$ cat config.mk
export PLATFORM = sky130hd
export DESIGN_NAME = mem_read_arbiter
export DESIGN_NICKNAME = d
export VERILOG_FILES = /design/src/rtl/mem_read_arbiter.sv
export SDC_FILE = /design/constraint.sdc
export NUM_CORES = 1
export LEC_CHECK = 0
export BUFFER_PORTS_ARGS = -buffer_cell sky130_fd_sc_hd__clkbuf_2
export CORE_UTILIZATION = 40
export DETAILED_ROUTE_END_ITERATION = 7
export GPL_TIMING_DRIVEN = 0
export PLACE_DENSITY = 0.88
export RECOVER_POWER = 100
export SYNTH_ARGS = -nofsm -noshare
export SYNTH_HDL_FRONTEND = slang
export SYNTH_SLANG_ARGS = --single-unit
$ cat constraint.sdc
create_clock -name clk -period 1.7 [get_ports clk]
set_input_delay 0.17 -clock clk [delete_from_list [all_inputs] [get_ports clk]]
set_output_delay 0.17 -clock clk [all_outputs]
set_load 0.02 [all_outputs]
$ cat src/rtl/mem_read_arbiter.sv
// Round-robin arbiter sharing one AXI-style memory read channel between the
// i_cache (requester 0) and d_cache (requester 1), one whole burst at a time.
module mem_read_arbiter #(
  parameter int ADDR_WIDTH = 26,
  parameter int DATA_WIDTH = 32,
  parameter int ID_WIDTH   = 4,
  parameter int LEN_WIDTH  = 4
) (
  input  logic                       clk,
  input  logic                       rst_n,
  input  logic [1:0]                 s_arvalid,
  input  logic [1:0][ADDR_WIDTH-1:0] s_araddr,
  input  logic [1:0][LEN_WIDTH-1:0]  s_arlen,
  output logic [1:0]                 s_arready,
  output logic [1:0]                 s_rvalid,
  output logic [DATA_WIDTH-1:0]      s_rdata,
  output logic                       m_arvalid,
  output logic [ADDR_WIDTH-1:0]      m_araddr,
  output logic [LEN_WIDTH-1:0]       m_arlen,
  output logic [ID_WIDTH-1:0]        m_arid,
  input  logic                       m_arready,
  input  logic                       m_rvalid,
  input  logic [DATA_WIDTH-1:0]      m_rdata,
  input  logic [ID_WIDTH-1:0]        m_rid,
  output logic                       m_rready,
  output logic                       grant_id,
  output logic                       busy,
  output logic                       err_rid
);

  typedef enum logic [1:0] {
    IDLE,
    ADDR,
    DATA
  } state_t;

  state_t                  state;
  state_t                  state_next;
  logic                    rr_ptr;
  logic                    winner;
  logic                    last_beat;
  logic [ADDR_WIDTH-1:0]   addr_q;
  logic [LEN_WIDTH-1:0]    len_q;
  logic [LEN_WIDTH-1:0]    beat_cnt;
  logic [LEN_WIDTH:0]      beat_next;
  logic [ID_WIDTH-1:0]     grant_id_ext;

  // NOTE: sequential state uses non-blocking assignments so every register
  // samples the pre-edge values of the others, independent of block order.
  always_ff @(posedge clk) begin
    if (!rst_n) state <= IDLE;
    else        state <= state_next;
  end

  // NOTE: every output of this block gets a default before the case so no
  // path leaves a signal unassigned, which would otherwise infer a latch.
  always_comb begin
    state_next = state;
    m_arvalid  = 1'b0;
    m_rready   = 1'b0;
    s_arready  = '0;
    s_rvalid   = '0;
    last_beat  = 1'b0;
    winner     = s_arvalid[rr_ptr] ? rr_ptr : ~rr_ptr;
    // One extra bit keeps counter+1 from wrapping on a maximum-length burst.
    beat_next  = {1'b0, beat_cnt} + (LEN_WIDTH+1)'(1);
    case (state)
      IDLE: begin
        if (|s_arvalid) state_next = ADDR;
      end
      ADDR: begin
        m_arvalid           = 1'b1;
        s_arready[grant_id] = m_arready;
        if (m_arready) state_next = DATA;
      end
      DATA: begin
        m_rready           = 1'b1;
        s_rvalid[grant_id] = m_rvalid;
        if (m_rvalid && (beat_next == {1'b0, len_q})) begin
          last_beat  = 1'b1;
          state_next = IDLE;
        end
      end
      default: state_next = IDLE;
    endcase
  end

  always_ff @(posedge clk) begin
    if (!rst_n) begin
      rr_ptr   <= 1'b0;
      grant_id <= 1'b0;
      addr_q   <= '0;
      len_q    <= '0;
      beat_cnt <= '0;
      err_rid  <= 1'b0;
    end else begin
      case (state)
        IDLE: begin
          if (|s_arvalid) begin
            grant_id <= winner;
            addr_q   <= s_araddr[winner];
            len_q    <= (s_arlen[winner] == '0) ? LEN_WIDTH'(1) : s_arlen[winner];
          end
        end
        ADDR: begin
          if (m_arready) beat_cnt <= '0;
        end
        DATA: begin
          if (m_rvalid) begin
            beat_cnt <= beat_next[LEN_WIDTH-1:0];
            if (m_rid != grant_id_ext) err_rid <= 1'b1;
            if (last_beat) rr_ptr <= ~grant_id;
          end
        end
        default: ;
      endcase
    end
  end

  assign grant_id_ext = {{(ID_WIDTH-1){1'b0}}, grant_id};
  assign m_araddr     = addr_q;
  assign m_arlen      = len_q;
  assign m_arid       = grant_id_ext;
  assign s_rdata      = m_rdata;
  assign busy         = (state != IDLE);

endmodule

# ---- Yosys cells after proc, flatten, opt, wreduce, memory -nomap -nowiden
# Cells that the tools add are included.
dict set report classes {
  add_sub_neg 1
  n_mul 0
  n_div 0
  magnitude_cmp 4
  n_eq_ne 8
  n_shift 0
  mux 23
  n_bitwise 4
  n_reduce_logical 12
}
# operator count
set ops {}
lappend ops {{$mux 26} 2}
lappend ops {{$mux 4} 5}
lappend ops {{$reduce_and 3->1} 4}
lappend ops {{$mux 2} 5}
lappend ops {{$mux 1} 8}
lappend ops {{$ne 2x2->1 const B} 4}
lappend ops {{$pmux 4 s2} 1}
lappend ops {{$lt 1x2->1 const B} 3}
lappend ops {{$pmux 2 s3} 1}
lappend ops {{$add 4x1->5 const B} 1}
lappend ops {{$eq 5x4->1} 1}
lappend ops {{$and 2x2->2} 2}
lappend ops {{$logic_not 4->1} 1}
lappend ops {{$ne 4x1->1} 1}
lappend ops {{$reduce_bool 2->1} 2}
lappend ops {{$eq 2x1->1 const B} 1}
lappend ops {{$eq 2x2->1 const B} 1}
lappend ops {{$logic_and 1x1->1} 2}
lappend ops {{$logic_not 2->1} 1}
lappend ops {{$not 1->1} 2}
lappend ops {{$reduce_and 2->1} 1}
lappend ops {{$reduce_or 2->1} 1}
lappend ops {{$demux 1 s1} 1}
lappend ops {{$ge 1x1->1 const B} 1}
dict set report totals {
  ff_bits 39
  latchBits 0
  ram_bits 0
  rom_bits 0
  inputBits 102
  out_inout_bits 75
  n_memories 0
}

# ---- Logic depth before layout (Yosys ltp)
# Gate-level depths: netlist of run 1.
dict set report depth {
  word_depth 7
  ltp_mapped 6
  ltp_nobuf 5
}

# ---- Worst setup path before layout of run 1
# No wires, ideal clock.
dict set report synth_timing {
  kind {register -> output}
  startpoint {reg state[0]}
  endpoint {out s_arready[0]}
  arrival_ns 1.199
  setup_slack_ns 0.331
  stages_incl_launch_ff 4
  n_path_buf 0
  cell_sequence {dfxtp_1 > nor2b_1 > nand2_1 > nor2_1}
}
dict set report synth_via {
  elab_chain_len 2
}
# element line
set synth_lines {}
lappend synth_lines {{start, declared} 37} ;# state_t state;
lappend synth_lines {{start signal, assigned} 52} ;# else state <= state_next;
lappend synth_lines {{$eq 2x1->1} 67} ;# case (state)
lappend synth_lines {{$mux 2} 67}
lappend synth_lines {{end, declared} 14} ;# output logic [1:0] s_arready,
# No other way between the ends.

# ---- Final worst setup path of run 1
dict set report layout_timing {
  startpoint {reg state[1]}
  endpoint {out s_rvalid[0]}
}
dict set report layout_via {
  elab_chain_len 2
}
# element line
set layout_lines {}
lappend layout_lines {{$eq 2x2->1} 67}
lappend layout_lines {{$mux 2} 67}
lappend layout_lines {{end, declared} 15} ;# output logic [1:0] s_rvalid,
# No other way between the ends.

==> flow_summary.toml, run 1 <==
[grt]
antenna_found_initial = 0
grt_max_degree = 13
track_usage_pct = 18.5
grt.overflow.total = 0
grt_pass1_wl_mm = 8.83
grt_pass1_vias = 2001

[finish]
finalNetCount = 491
fin_util_pct = 58.0
syn2layout_area_growth_pct = 36.5
drive_gt1_share_pct = 32.2
antennaDiodeCount = 0
layout.cells.non_filler = 458

[setup_path]
critical_path_class = "register to output pin"
cp.arrival_ns = 1.39
reg2reg_depth = 4
crit_path_end_kind = "output pin"
worstPathMaxFanout = 7
r2r_slack_ns = 0.18
cp-start-kind = "register"
crit_required_ns = 1.53

[sta]
drv_slew = 0
fmax_mhz = 641
fin_skew_ns = 0.00614
hold_violations = 0
finalSetupTns_ns = 0
rsz0062_at_grt = "false"
setup_viol = 0
fin_crit_sh_pct = 91.8
finalCriticalPeriod_ns = 1.56
hold_slack_ns = 0.164

[logic_synthesis]
synth_enable_flop_cells = 0
yosysWarnings = 0
ys_top_cells_by_area = "dfxtp_1 35%, mux2i_1 14%, o211a_1 13%"
synthDominantCellAreaShare_pct = 35.1
syn_area_um2 = 2230
synth_cells = 238
async_reset_ff_share_pct = 0
ys_seq_elements = 39
avgSynthCellArea_um2 = 9.35
synth_cell_types = 34
synth_largest_area_cell = "dfxtp_1"
synth_most_common_cell = "dfxtp_1"
seq_area_frac_synth_pct = 35.1
synth_top_flop_cell = "dfxtp_1"
synth_common_cells = "39 x dfxtp_1, 36 x buf_4, 35 x nand2_1, 32 x mux2i_1, 30 x o211a_1"

[run_status]
status = "finished clean"

[drt]
finalWirelength_mm = 5.55
drc_errors = 0
wl_per_cell_um = 12.1
num_vias = 2184
drt-pass1-iter-count = 4
final_antenna_net_count = 0
vias_per_cell = 4.77
drt_iter0_drc = 25

[clock_network]
htree_levels = 2
cts_resized = 0
clkSinkCount = 39
ctsHoldBuffers = 0
cts_made_buffers = 5
clockBufferDepth = 2
cts_root_buf = "clkbuf_8"
clkTransAtPathRegs_ns = 0.08
cts_setup_buffers = 0
cts_tree = "yes"
clock_latency_ns = 0.28

[power_and_ir_drop]
peakVddDrop_mv = 0.568
total_power_w = 0.00265
p_per_area_nw_per_um2 = 872
power.leakage_nw = 1.69

[job]
drv_cap = 0

[die]
die_h_um = 76.6
die-area_um2 = 5870
core_area_um2 = 5240
rows = 26
initial_core_util_pct = 42.5
die_x_um = 76.6
io_pins = 177

[hold_path]
hold_class = "input pin to register"
hold_depth = 2

[placement]
io_buffers = 141
dp_cells = 451
place.gp.congestion = 0.745
dp_hpwl_mm = 4.46
-- path summary, 6_finish.rpt --
kind,startpoint,endpoint
hold / removal,m_rvalid,state[1]$_SDFFE_PN0P_
setup / recovery,state[1]$_SDFFE_PN0P_,s_rvalid[0]
setup reg to reg,state[0]$_SDFFE_PN0P_,m_araddr[3]$_SDFFE_PN0P_
hold reg to reg,err_rid$_SDFFE_PN0P_,err_rid$_SDFFE_PN0P_
-- per-stage QoR --
stage	setup WS, ns	area [um^2]
floorplan	0.331	2230
global placement	0.212	3030
detailed placement	0.218	3030
CTS	0.202	3130
global route	0.0581	3040
finish	0.140	3040
-- cells in the final DEF (no fill, tap or decap) --
cell and instances:
nand3_1 2, o211a_1 30, nand3b_1 1, clkbuf_2 72, nor2b_1 6, a21oi_1 2, xor2_1 3, buf_2 3
o21a_1 2, ha_1 1, a21oi_2 1, clkinvlp_4 1, and3_1 2, clkbuf_1 76, conb_1 3, nor3_1 3
nor2b_2 1, clkbuf_4 1, nand2_1 35, nor2_2 1, a41oi_1 1, and2_0 1, a21boi_1 2, a22oi_1 2
mux2i_1 32, and2_1 1, nor3_2 1, buf_4 35, o311ai_1 1, xnor2_1 3, nand2b_1 1, or2_0 1
nor2_1 8, buf_6 3, o21ai_0 4, dfxtp_1 39, clkbuf_8 5, nand4_1 1, bufinv_16 1
-- power breakdown --
group          internal (W)  switching (W)
Combinational      0.000334       0.000475
Sequential          0.00101      0.0000666
Clock              0.000429       0.000329
-- flip-flops by register name (all words and copies together) (netlist names) --
signal    flops
grant_id      1
state         2
beat_cnt      4
err_rid       1
m_arlen       4
m_araddr     26
rr_ptr        1
-- kinds of logic after synthesis --
logic type	synth area share [%]
simple gates	13.7
xor+xnor	2.36
flops	35.1
mux	14.4
compound gates	18.0
buf+inv	15.7
other cells	0.168
fa+ha+maj	0.562
-- critical path, cell delays in order (launching register included) --
cell and delay, ns:
dfxtp_1 0.34, nor2b_2 0.28, nand2_1 0.13, nor2_1 0.12, clkbuf_1 0.24
-- per-layer routing --
layer | GRT usage [%] | routed length [um]
met3 | 6.11 | 488
met2 | 35.2 | 2790
met1 | 19.3 | 2240
met4 | 4.62 | 44
met5 | 0 | 0
-- final cells by class --
| type | instances | area [um^2] |
|---|---|---|
| clock buffers | 5 | 68.8 |
| clock inverters | 2 | 37.5 |
| well taps | 70 | 87.6 |
| repair buffers | 141 | 617 |
| fillers | 534 | 2200 |
| plain buffers | 49 | 348 |
| multi-input cells | 152 | 1100 |
| flip-flops and latches | 39 | 781 |
No activity file was read; power rests on OpenSTA's default activity.
==> run 2, diff against run 1 <==
GPL_TIMING_DRIVEN = default   (was 0)
==> run 2 against run 1 <==
  * Sequential power is essentially flat
  * Hold slack gained 0.013 ns
  * Sequential share of layout area grew 3.8 points
  * Non-clock buffer count shrank 74
  * Critical path depth grew 1
  * Die area is the same
  * Wire length shrank 6.7%
  * Core utilization shrank 7.5 points
  * Clock skew grew 0.0073 ns
  * First-iteration DRC count grew to 3.2 times the previous value
  * Critical path type is now register to register
==> flow_summary.toml, run 2 (synthesized netlist as in run 1, its figures left out) <==
[setup_path]
critical_path_depth = 5
crit_start = "state[0]$_SDFFE_PN0P_"
max_stage_delay_ns = 0.33
crit_chain = "or2_0 -> nor2_4 -> clkbuf_2 -> nand2_1 -> o211a_1"
path_buf_inv = 1
r2r_slack_ns = 0.17
reg2reg_depth = 5
slowest_stage = "dfxtp_1"
cp-start-kind = "register"
reg2reg_from = "state[0]$_SDFFE_PN0P_"
worstPathMaxFanout = 11
crit_end = "m_araddr[22]$_SDFFE_PN0P_"
cp.arrival_ns = 1.69
path_delay_family = "simple AND/OR/NAND/NOR gates"
crit_required_ns = 1.87
crit_path_end_kind = "register"
r2r-end = "m_araddr[22]$_SDFFE_PN0P_"
critical_path_class = "register to register"

[clock_network]
clockBufferDepth = 2
cts_tree = "yes"
htree_levels = 2
clkTransAtPathRegs_ns = 0.08
ctsHoldBuffers = 0
cts_made_buffers = 5
clock_latency_ns = 0.28
cts_root_buf = "clkbuf_8"
cts_resized = 0
cts_setup_buffers = 0
clkSinkCount = 39

[power_and_ir_drop]
peakVddDrop_mv = 0.503
swShare_pct = 32.6
power.internal_w = 0.00162
combPwrFrac_pct = 28.1
pwr-share-clk_pct = 26.9
p_per_area_nw_per_um2 = 910
power.switching_w = 0.000786
sequentialPowerShare_pct = 45.0
power.leakage_nw = 1.47

[finish]
fin_util_pct = 50.5
fin_area_um2 = 2650
syn2layout_area_growth_pct = 18.9
finalNetCount = 417
fillers = 501
antennaDiodeCount = 0
drive_gt1_share_pct = 27.9
final_cell_mix = "71 x clkbuf_2, 40 x clkbuf_1, 39 x dfxtp_1, 35 x nand2_1, 32 x mux2i_1"
seq_area_um2 = 781
multi_input_area_um2 = 1110
largest_reg_flops = 26
final_common_cell = "clkbuf_2"
layout.cells.non_filler = 385

[placement]
dp_hpwl_mm = 4.07
dp_cells = 377
io_buffers = 109
place.gp.congestion = 0.715
dp_slack_ns = 0.232
postPlaceCellArea_um2 = 2600

[sta]
hold_violations = 0
setup_ws_ns = 0.171
fmax_mhz = 654
finalSetupTns_ns = 0
rsz0062_at_grt = "false"
fin_crit_sh_pct = 89.9
drv_slew = 0
fin_skew_ns = 0.0135
setup_viol = 0
finalCriticalPeriod_ns = 1.53

[job]
drv_cap = 0

[grt]
grt_pass1_wl_mm = 8.41
track_usage_pct = 17.9
antenna_found_initial = 0
grt_max_degree = 35
grt.overflow.total = 0
grt_pass1_vias = 1813

[die]
io_pins = 177
rows = 26
initial_core_util_pct = 42.5
die_h_um = 76.6
die-area_um2 = 5870
die_x_um = 76.6
core_area_um2 = 5240

[drt]
num_vias = 1924
finalWirelength_mm = 5.18
final_antenna_net_count = 0
drt-pass1-iter-count = 4
drc_errors = 0
vias_per_cell = 5.00
wl_per_cell_um = 13.5
drt_iter0_drc = 79

[hold_path]
worstHoldStart = "m_rvalid"
hold_class = "input pin to register"

[run_status]
status = "finished clean"
-- run 2: cell types whose count changed in the layout (fill, tap and decap cells not counted), sizes merged --
cell | previous run | this run
clkbuf | 154 | 117
buf | 41 | 6
bufinv | 1 | 0
clkinv | 0 | 1
clkinvlp | 1 | 0
-- run 2: how the worst min path moves through the flow --
| stage | endpoint | slack, ns | cells after the start |
|---|---|---|---|
| 2_1_floorplan | state[1]$_SDFFE_PN0P_ | 0.29 | 1 |
| 3_3_place_gp | s_rdata[13] | 0.34 | 0 |
| 3_5_place_dp | s_rdata[13] | 0.34 | 0 |
| 4_1_cts | state[1]$_SDFFE_PN0P_ | 0.16 | 2 |
| 5_1_grt | state[1]$_SDFFE_PN0P_ | 0.17 | 2 |
| 6_report | state[1]$_SDFFE_PN0P_ | 0.18 | 2 |
-- run 2: layout make-up --
type / instances / share of cell area [%]
clock inverter: 1 / 0.331
tap: 70 / 3.31
timing repair buffer: 116 / 21.6
multi-input combinational: 152 / 42.0
sequential: 39 / 29.5
clock buffer: 7 / 3.26
-- run 2: metal layers --
metal  vias up  global-route usage [%]  part of all wire, %
li1        945                       -                    -
met1       863                    19.7                   41
met2        97                    30.7                   49
met3        19                    5.63                  7.6
met4         0                    9.23                  2.7
met5         -                       0                    0
-- run 2: power groups by stage --
stage,Clock [W],Sequential (W),Combinational (W)
global route,0.000708,0.00110,0.000738
finish,0.000647,0.00108,0.000676
detailed placement,0,0.00111,0.000712
floorplan,0,0.00121,0.000452
CTS,0.000670,0.00109,0.000714
global placement,0,0.00110,0.000693
-- run 2: stage by stage --
step           total power, W  hold slack [ns]
3_5_place_dp          0.00182            0.340
2_1_floorplan         0.00166            0.292
5_1_grt               0.00254            0.167
4_1_cts               0.00247            0.162
3_3_place_gp          0.00179            0.340
6_report              0.00241            0.177
